<file path="src/rtl/exception_unit_pkg.sv">
// rtl/exception_unit_pkg.sv - exception unit state encoding and cause numbering
package exceptionGroup;

   typedef enum logic [1:0] {
      IDLE  = 2'd0,
      HELD  = 2'd1,
      TAKEN = 2'd2
   } state_e;

   localparam logic [4:0] CAUSE_ILLEGAL  = 5'd0;
   localparam logic [4:0] CAUSE_SYSCALL  = 5'd1;
   localparam logic [4:0] CAUSE_MISALIGN = 5'd2;
   localparam logic [4:0] CAUSE_IRQ_BASE = 5'd16;

endpackage

</file>
<file path="src/rtl/exception_unit_priority_encoder16.sv">
// rtl/exception_unit_priority_encoder16.sv - 16-bit priority encoder, lowest set bit wins
module priority_encoder16 (
   input  logic [15:0] in,
   output logic        valid,
   output logic [3:0]  index
);

   always_comb begin
      valid = |in;
      index = 4'd0;
      for (int i = 15; i >= 0; i--) begin
         if (in[i]) index = 4'(i);
      end
   end

endmodule

</file>
<file path="src/rtl/exception_unit.sv">
// rtl/exception_unit.sv - exception/IRQ collector, prioritiser and ISR vector generator
module exception_unit
   import exceptionGroup::*;
#(
   parameter int IRQ_EDGE     = 1,
   parameter int VECTOR_SHIFT = 2
) (
   input  logic        clk,
   input  logic        reset,
   input  logic [15:0] exceptionReq,
   input  logic [15:0] irq,
   input  logic        interruptEnable,
   input  logic [15:0] exceptionMask,
   input  logic [31:0] isrBaseAddress,
   input  logic        exceptionAck,
   output logic        exceptionPending,
   output logic [4:0]  cause,
   output logic [31:0] vectorAddress,
   output logic        exceptionTaken
);

   state_e      state;
   logic [4:0]  heldCause;
   logic [15:0] irqPending;
   logic [15:0] extReq;
   logic        int_v, ext_v;
   logic [3:0]  int_idx, ext_idx;
   logic [4:0]  int_cause, winner;

   generate
      if (IRQ_EDGE != 0) begin : g_edge
         logic [15:0] irq_d, pend_q, clr;

         // Only a taken external cause retires its sticky bit; a fresh edge wins over it.
         always_comb begin
            clr = 16'h0;
            if (state == HELD && exceptionAck && heldCause[4])
               clr = 16'h1 << heldCause[3:0];
         end

         always_ff @(posedge clk) begin
            if (reset) begin
               irq_d  <= 16'h0;
               pend_q <= 16'h0;
            end else begin
               irq_d  <= irq;
               pend_q <= (pend_q & ~clr) | (irq & ~irq_d);
            end
         end

         assign irqPending = pend_q;
      end else begin : g_level
         assign irqPending = irq;
      end
   endgenerate

   assign extReq = irqPending & exceptionMask & {16{interruptEnable}};

   priority_encoder16 u_int_enc (.in(exceptionReq), .valid(int_v), .index(int_idx));
   priority_encoder16 u_ext_enc (.in(extReq),       .valid(ext_v), .index(ext_idx));

   assign int_cause = {1'b0, int_idx};
   assign winner    = int_v ? int_cause : (CAUSE_IRQ_BASE | {1'b0, ext_idx});

   always_ff @(posedge clk) begin
      if (reset) begin
         state          <= IDLE;
         heldCause      <= 5'd0;
         cause          <= 5'd0;
         exceptionTaken <= 1'b0;
      end else begin
         exceptionTaken <= 1'b0;
         case (state)
            IDLE: begin
               if (int_v || ext_v) begin
                  state     <= HELD;
                  heldCause <= winner;
               end
            end
            HELD: begin
               if (exceptionAck) begin
                  state          <= TAKEN;
                  cause          <= heldCause;
                  exceptionTaken <= 1'b1;
               end else if (int_v && int_cause < heldCause) begin
                  heldCause <= int_cause;
               end else if (heldCause[4] && !extReq[heldCause[3:0]]) begin
                  // External cause lost eligibility before entry: withdraw it.
                  state <= IDLE;
               end
            end
            TAKEN:   state <= IDLE;
            default: state <= IDLE;
         endcase
      end
   end

   assign exceptionPending = (state == HELD) | (|exceptionReq);
   assign vectorAddress    = isrBaseAddress + ({27'b0, heldCause} << VECTOR_SHIFT);

endmodule

</file>
<file path="config.mk">
export PLATFORM = sky130hd
export DESIGN_NAME = exception_unit
export DESIGN_NICKNAME = d
export VERILOG_FILES = /design/src/rtl/exception_unit_pkg.sv /design/src/rtl/exception_unit_priority_encoder16.sv /design/src/rtl/exception_unit.sv
export SDC_FILE = /design/constraint.sdc
export NUM_CORES = 1
export LEC_CHECK = 0
export ABC_AREA = 1
export ABC_CLOCK_PERIOD_IN_PS = 5900
export BUFFER_PORTS_ARGS = -buffer_cell sky130_fd_sc_hd__buf_2
export CAP_MARGIN = 10
export CORE_MARGIN = 1
export CORE_UTILIZATION = 40
export CTS_BUF_LIST = sky130_fd_sc_hd__clkbuf_8 sky130_fd_sc_hd__clkbuf_16
export CTS_CLUSTER_DIAMETER = 200
export DETAILED_ROUTE_END_ITERATION = 7
export GPL_ROUTABILITY_DRIVEN = 0
export GPL_TIMING_DRIVEN = 0
export PLACE_DENSITY_LB_ADDON = 0.1
export SETUP_SLACK_MARGIN = 0.5
export SLEW_MARGIN = 5
export SYNTH_ARGS = -nofsm -noshare
export SYNTH_HDL_FRONTEND = slang
export SYNTH_SLANG_ARGS = --single-unit
</file>
<file path="constraint.sdc">
create_clock -name clk -period 5.9 [get_ports clk]
set_input_delay 0.295 -clock clk [delete_from_list [all_inputs] [get_ports clk]]
set_output_delay 0.295 -clock clk [all_outputs]
set_load 0.005 [all_outputs]
</file>
## Word-level counts from Yosys, hierarchy flattened

Index checks and enable logic that the tools add are counted.

| operators by class | value |
|---|---|
| add/subtract/negate cells | 1 |
| $lt $le $gt $ge | 2 |
| eq/ne operators | 6 |
| shifts and indexed selects | 1 |
| muxes and demuxes | 46 |
| bitwise operators | 9 |
| reductions and logical operators | 14 |

Operators by type and width:

| operator | count |
|---|---|
| $mux W4 | 32 |
| $and A16 B16 Y16 | 4 |
| $add A32 B7 Y32 | 1 |
| $not A16 Y16 | 2 |
| $reduce_or A16 Y1 | 2 |
| $mux W5 | 4 |
| $mux W16 | 1 |
| $or A16 B16 Y16 | 1 |
| $shl A1 B4 Y16 const A | 1 |
| $pmux W5 S2 | 1 |
| $mux W2 | 4 |
| $lt A4 B5 Y1 | 1 |
| $lt A4 B5 Y1 const B | 1 |
| $bmux W1 S4 | 1 |
| $logic_and A1 B1 Y1 | 4 |
| $ne A2 B2 Y1 const B | 2 |
| $pmux W2 S2 | 1 |
| $reduce_and A4 Y1 | 1 |
| $ne A3 B2 Y1 const B | 1 |
| $ne A3 B3 Y1 const B | 1 |
| $reduce_and A3 Y1 | 1 |
| $eq A2 B1 Y1 const B | 1 |
| $logic_not A2 Y1 | 1 |
| $mux W1 | 2 |
| other kinds (8) | 8 |

| word-level totals | value |
|---|---|
| register bits | 45 |
| input port bits | 84 |
| output and inout bits | 39 |
| logic and storage cells | 85 |

## Longest topological paths before layout

| logic depth | value |
|---|---|
| depth in word-level cells | 21 |
| depth in mapped cells | 24 |
| gate-level depth less buffers | 24 |

## Modules after synthesis

A second synthesis with hierarchy kept.

| second synthesis, totals | value |
|---|---|
| cells, all modules | 545 |
| area, all modules | 3379.5 µm² |

By module, submodules not included:

| module | instances | cells each | area each (µm²) | seq. area each (µm²) |
|---|---|---|---|---|
| exception_unit | 1 | 447 | 2961.6 | 900.9 |
| priority_encoder16 | 2 | 49 | 209.0 | 0.0 |

## Least setup slack after synthesis

OpenSTA, ideal clock, no wires.

| path | value |
|---|---|
| path kind | flip-flop to output port |
| from | register heldCause[0] |
| to | output vectorAddress[30] |
| arrival | 2541 ps |
| data required time | 5605 ps |
| slack | 3064 ps |
| cell stages (with the launch flop) | 17 |
| cells stage by stage | dfxtp_1 ha_1 inv_1 fa_1 inv_1 nand3_1 nand2_1 nand2_1 a21oi_2 nand3_2 nor3_4 nand4_2 nor2_4 nand3_4 nor3_4 nand3_1 xor2_1 |

| on the way | value |
|---|---|
| longest elaborated chain between the ends | 1 |

RTL lines:

| element | line | source |
|---|---|---|
| from (decl) | exception_unit.sv:23 | `logic [4:0] heldCause;` |
| from (signal assigned) | exception_unit.sv:77 | `heldCause <= winner;` |
| from (signal assigned) | exception_unit.sv:86 | `heldCause <= int_cause;` |
| $add A32 B7 Y32 | exception_unit.sv:99 | `assign vectorAddress = isrBaseAddress + ({27'b0, heldCause} << VECTOR_SHIFT);` |
| to (decl) | exception_unit.sv:18 | `output logic [31:0] vectorAddress,` |

No other way between the ends.

## Worst setup path in the final report

Ends and elaborated chain as after synthesis.

==> run summary <==
The run finished with clean final reports. The kind of capture point of the worst setup path is an output port. The tools report the data arrival time at the worst-slack endpoint as 3.37 ns.

The initial cell density of the core is 0.414, and the number of nets at the end of the flow is 676. The worst path required time came out at 5.61 ns. The worst-margin pin slew came out at 0.597 ns. During I/O placement, the number of pins put on the boundary was 123. Via density per instance: 4.94. The number of hold buffers added after CTS was 0. The final cell utilization of the core came out at 0.525. The signal on the critical path passes through ha_1, inv_1, fa_1, inv_1, nand3_1, nand2_1, nand2_1, a21oi_2, nand3_2, nor3_4, nand4_2, nor2_4, nand3_4, nor3_4, nand3_1, xor2_1, buf_2.

The detailed router placed 3,371 vias in this run. Buffers added to address setup during post-CTS repair amount to 0. Master cell of the clock root buffer: sky130_fd_sc_hd__clkbuf_8. Entering global routing, the biggest net connects 15 pins. The startpoint-to-endpoint class of the critical path is reg2out. TritonCTS built the clock tree. Die width: 88.9 µm.

Type of origin of the critical path: a register. On the critical path the largest part of the delay comes from simple AND/OR/NAND/NOR gates. The remaining global-route overflow came out at 0. The logs give 0 for the number of maximum-capacitance violations and 0 ns for the setup total negative slack.

The number of placement rows came out at 31. Number of buffers created by CTS: 5. Count of TritonRoute iterations in the first routing pass: 5. Of all nets on the critical path, the largest fanout is 8. IR analysis of the VDD net gives a maximum drop of 0.115 mV.

In this run, placement finished with an instance count of 675. The clock passes through at most 2 buffers. Dividing the detail-routed wire length by the instance count gives 12.1 µm.

After detailed routing, the total wire length is 8.29 mm. After clock tree synthesis, the repair step resized 0 gates. The share of Yosys cell area claimed by the top area cell type is 0.299, and the delay of the slowest cell on the worst path is 0.52 ns. The setup-violating endpoint count in the final report came out at 0. Setup repair after global routing left no endpoint under its margin.

The count of buffers inserted at the top-level ports is 119, and the via count of the first global-routing pass is 2,908. The number of distinct standard cells referenced by the synthesized netlist is 37, and the clock insertion delay at the later pin of the skew report is 0.30 ns. The worst path in the final design needs a cycle of 3.67 ns, including I/O delays and setup. For this run, the leading register cell type out of synthesis is sky130_fd_sc_hd__dfxtp_1. The path category of the worst min-delay check was in2reg.

The count of nets left with antenna violations once routing finished came out at 0. The most common cell after layout, fill and taps aside is sky130_fd_sc_hd__buf_2. After clock tree synthesis, the clock-pin slew on the worst setup and hold paths is 0.09 ns. The run gives 683 as the number of cells in the finished layout apart from fillers.

The logs give 0.299 for the fraction of the yosys area taken by sequential cells and 273 MHz for the maximum clock rate. The run gives 0 as the count of endpoints failing hold in the final timing report. The tools report the cell area after synthesis as 3020 µm². The post-synthesis net count is 550, and the number of enable-type register cells in the synthesized netlist is 0. After synthesis, the cell types taking the most area are sky130_fd_sc_hd__dfxtp_1 30%, sky130_fd_sc_hd__nand2_1 13%, sky130_fd_sc_hd__inv_1 8.7%. The tools report the number of inserted filler cells in the final layout as 794. Average instance area after synthesis: 6.60 µm². The run gives 0 as the initial antenna violation count. Counting flops and latches in the post-synthesis netlist gives 45. The clock arrives with 0.00906 ns of skew. The layout cell share with drive strength beyond 1 is 0.250, and the post-synthesis async set-or-reset flop share is 0.

The die covers 7900 µm². The top cell types in the final layout, fill and taps aside, are 120 x sky130_fd_sc_hd__buf_2, 104 x sky130_fd_sc_hd__nand2_1, 71 x sky130_fd_sc_hd__inv_1, 69 x sky130_fd_sc_hd__nor2_1, 45 x sky130_fd_sc_hd__dfxtp_1. The worst relative slew slack was 0.602. The die outline height works out to 88.9 µm.

The run gives 457 as the synthesized instance count. After legalization and detailed placement, the total HPWL measured 6.61 mm. The number of buffer and inverter stages on the critical path was 3. The largest area contributor in the netlist was sky130_fd_sc_hd__dfxtp_1.

The first global-routing pass estimated 12.8 mm of wire. For this design the static power due to leakage is 1.99 nW. The global-route usage over all layers is 0.209.

The H-tree was split into 2 levels. The count of inserted antenna diode cells came out at 0. The count of synthesis-stage warnings from yosys is 0. The tools report the initial detailed-routing violation count as 160. For this design, the slowest cell found on the critical path is sky130_fd_sc_hd__dfxtp_1. Final hold analysis gives a worst-case slack of 0.194 ns. Power spread over the standard cell area amounts to 206 nW/µm².

After detailed routing, the number of remaining DRC violations is 0. The final count of pins violating max slew was 0. CTS saw 45 sinks.

The area added between synthesis and finish came out at 26.7%. The tools report the core region area as 7290 µm². The post-route clock period utilization works out to 0.622.
-- final timing paths --
path,from,slack [ns],endpoint,cells after the start
max,heldCause[0]$_SDFFE_PP0P_,2.23,vectorAddress[30],17
min,irq[10],0.19,g_edge.irq_d[10]$_SDFF_PP0_,3
max reg2reg,heldCause[2]$_SDFFE_PP0P_,3.64,heldCause[4]$_SDFFE_PP0P_,11
min reg2reg,g_edge.irq_d[8]$_SDFF_PP0_,0.42,g_edge.pend_q[8]$_SDFF_PP0_,1
-- cells in the mapped netlist, types with 3 or more instances --
cell type and instances:
sky130_fd_sc_hd__a21oi_1 23, sky130_fd_sc_hd__clkbuf_1 8, sky130_fd_sc_hd__dfxtp_1 45, sky130_fd_sc_hd__ha_1 8
sky130_fd_sc_hd__inv_1 70, sky130_fd_sc_hd__nand2_1 104, sky130_fd_sc_hd__nand3_1 29, sky130_fd_sc_hd__nor2_1 69
sky130_fd_sc_hd__nor2_4 3, sky130_fd_sc_hd__nor3_1 9, sky130_fd_sc_hd__nor3_2 3, sky130_fd_sc_hd__nor4_1 8
sky130_fd_sc_hd__o21ai_0 6, sky130_fd_sc_hd__o22ai_1 8, sky130_fd_sc_hd__o31ai_1 5, sky130_fd_sc_hd__o32ai_1 8
sky130_fd_sc_hd__xnor2_1 8, sky130_fd_sc_hd__xor2_1 17
-- power breakdown --
part | switching, mW | internal, mW
registers | 0.0204 | 0.329
clock network | 0.104 | 0.0817
logic | 0.151 | 0.101
total | 0.275 | 0.513
-- cell type report --
| type | instances | area, µm² | area share |
|---|---|---|---|
| Multi-Input combinational cell | 331 | 1800 | 0.472 |
| Timing Repair Buffer | 119 | 596 | 0.156 |
| Clock inverter | 3 | 18.8 | 0.00491 |
| Tap cell | 99 | 124 | 0.0324 |
| Buffer | 11 | 50.0 | 0.0131 |
| Clock buffer | 5 | 68.8 | 0.0180 |
| Sequential cell | 45 | 901 | 0.236 |
| Inverter | 70 | 263 | 0.0687 |
-- worst min-delay path, cell delays in order --
cell                      delay (ns)
sky130_fd_sc_hd__buf_2          0.07
sky130_fd_sc_hd__nand2_1        0.06
sky130_fd_sc_hd__inv_1          0.04
-- cells by family (layout without fill, tap and decap cells) --
kind of cell    count (synthesis)  count (layout)  synth area share
flops                          45              45             0.299
buf+inv                        81             208             0.104
xor+xnor                       25              25            0.0726
fa+ha+maj                       9               9            0.0398
simple gates                  235             235             0.354
compound gates                 62              62             0.131
-- metrics by stage --
| stage | worst slack [ns] | total power, mW | area (µm²) |
|---|---|---|---|
| finish | 2.23 | 0.788 | 3820 |
| global route | 1.97 | 0.850 | 3820 |
| CTS | 2.24 | 0.794 | 3820 |
| detailed placement | 2.58 | 0.607 | 3740 |
| global placement | 2.64 | 0.603 | 3740 |
| floorplan | 3.06 | 0.505 | 3020 |
-- sequential cells by signal, summed over array words and instances (netlist names) --
name,count
cause,5
g_edge.pend_q,16
heldCause,5
g_edge.irq_d,16
state,2
exceptionTaken,1
-- routing by layer --
layer  vias up  wire [µm]  GRT usage
met5         -          0          0
met4         0        124     0.0572
met3        12        592     0.0438
met2       126       3980      0.368
met1      1500       3580      0.257
li1       1733          -          -
Note: power is estimated with default switching activity, not from simulation.
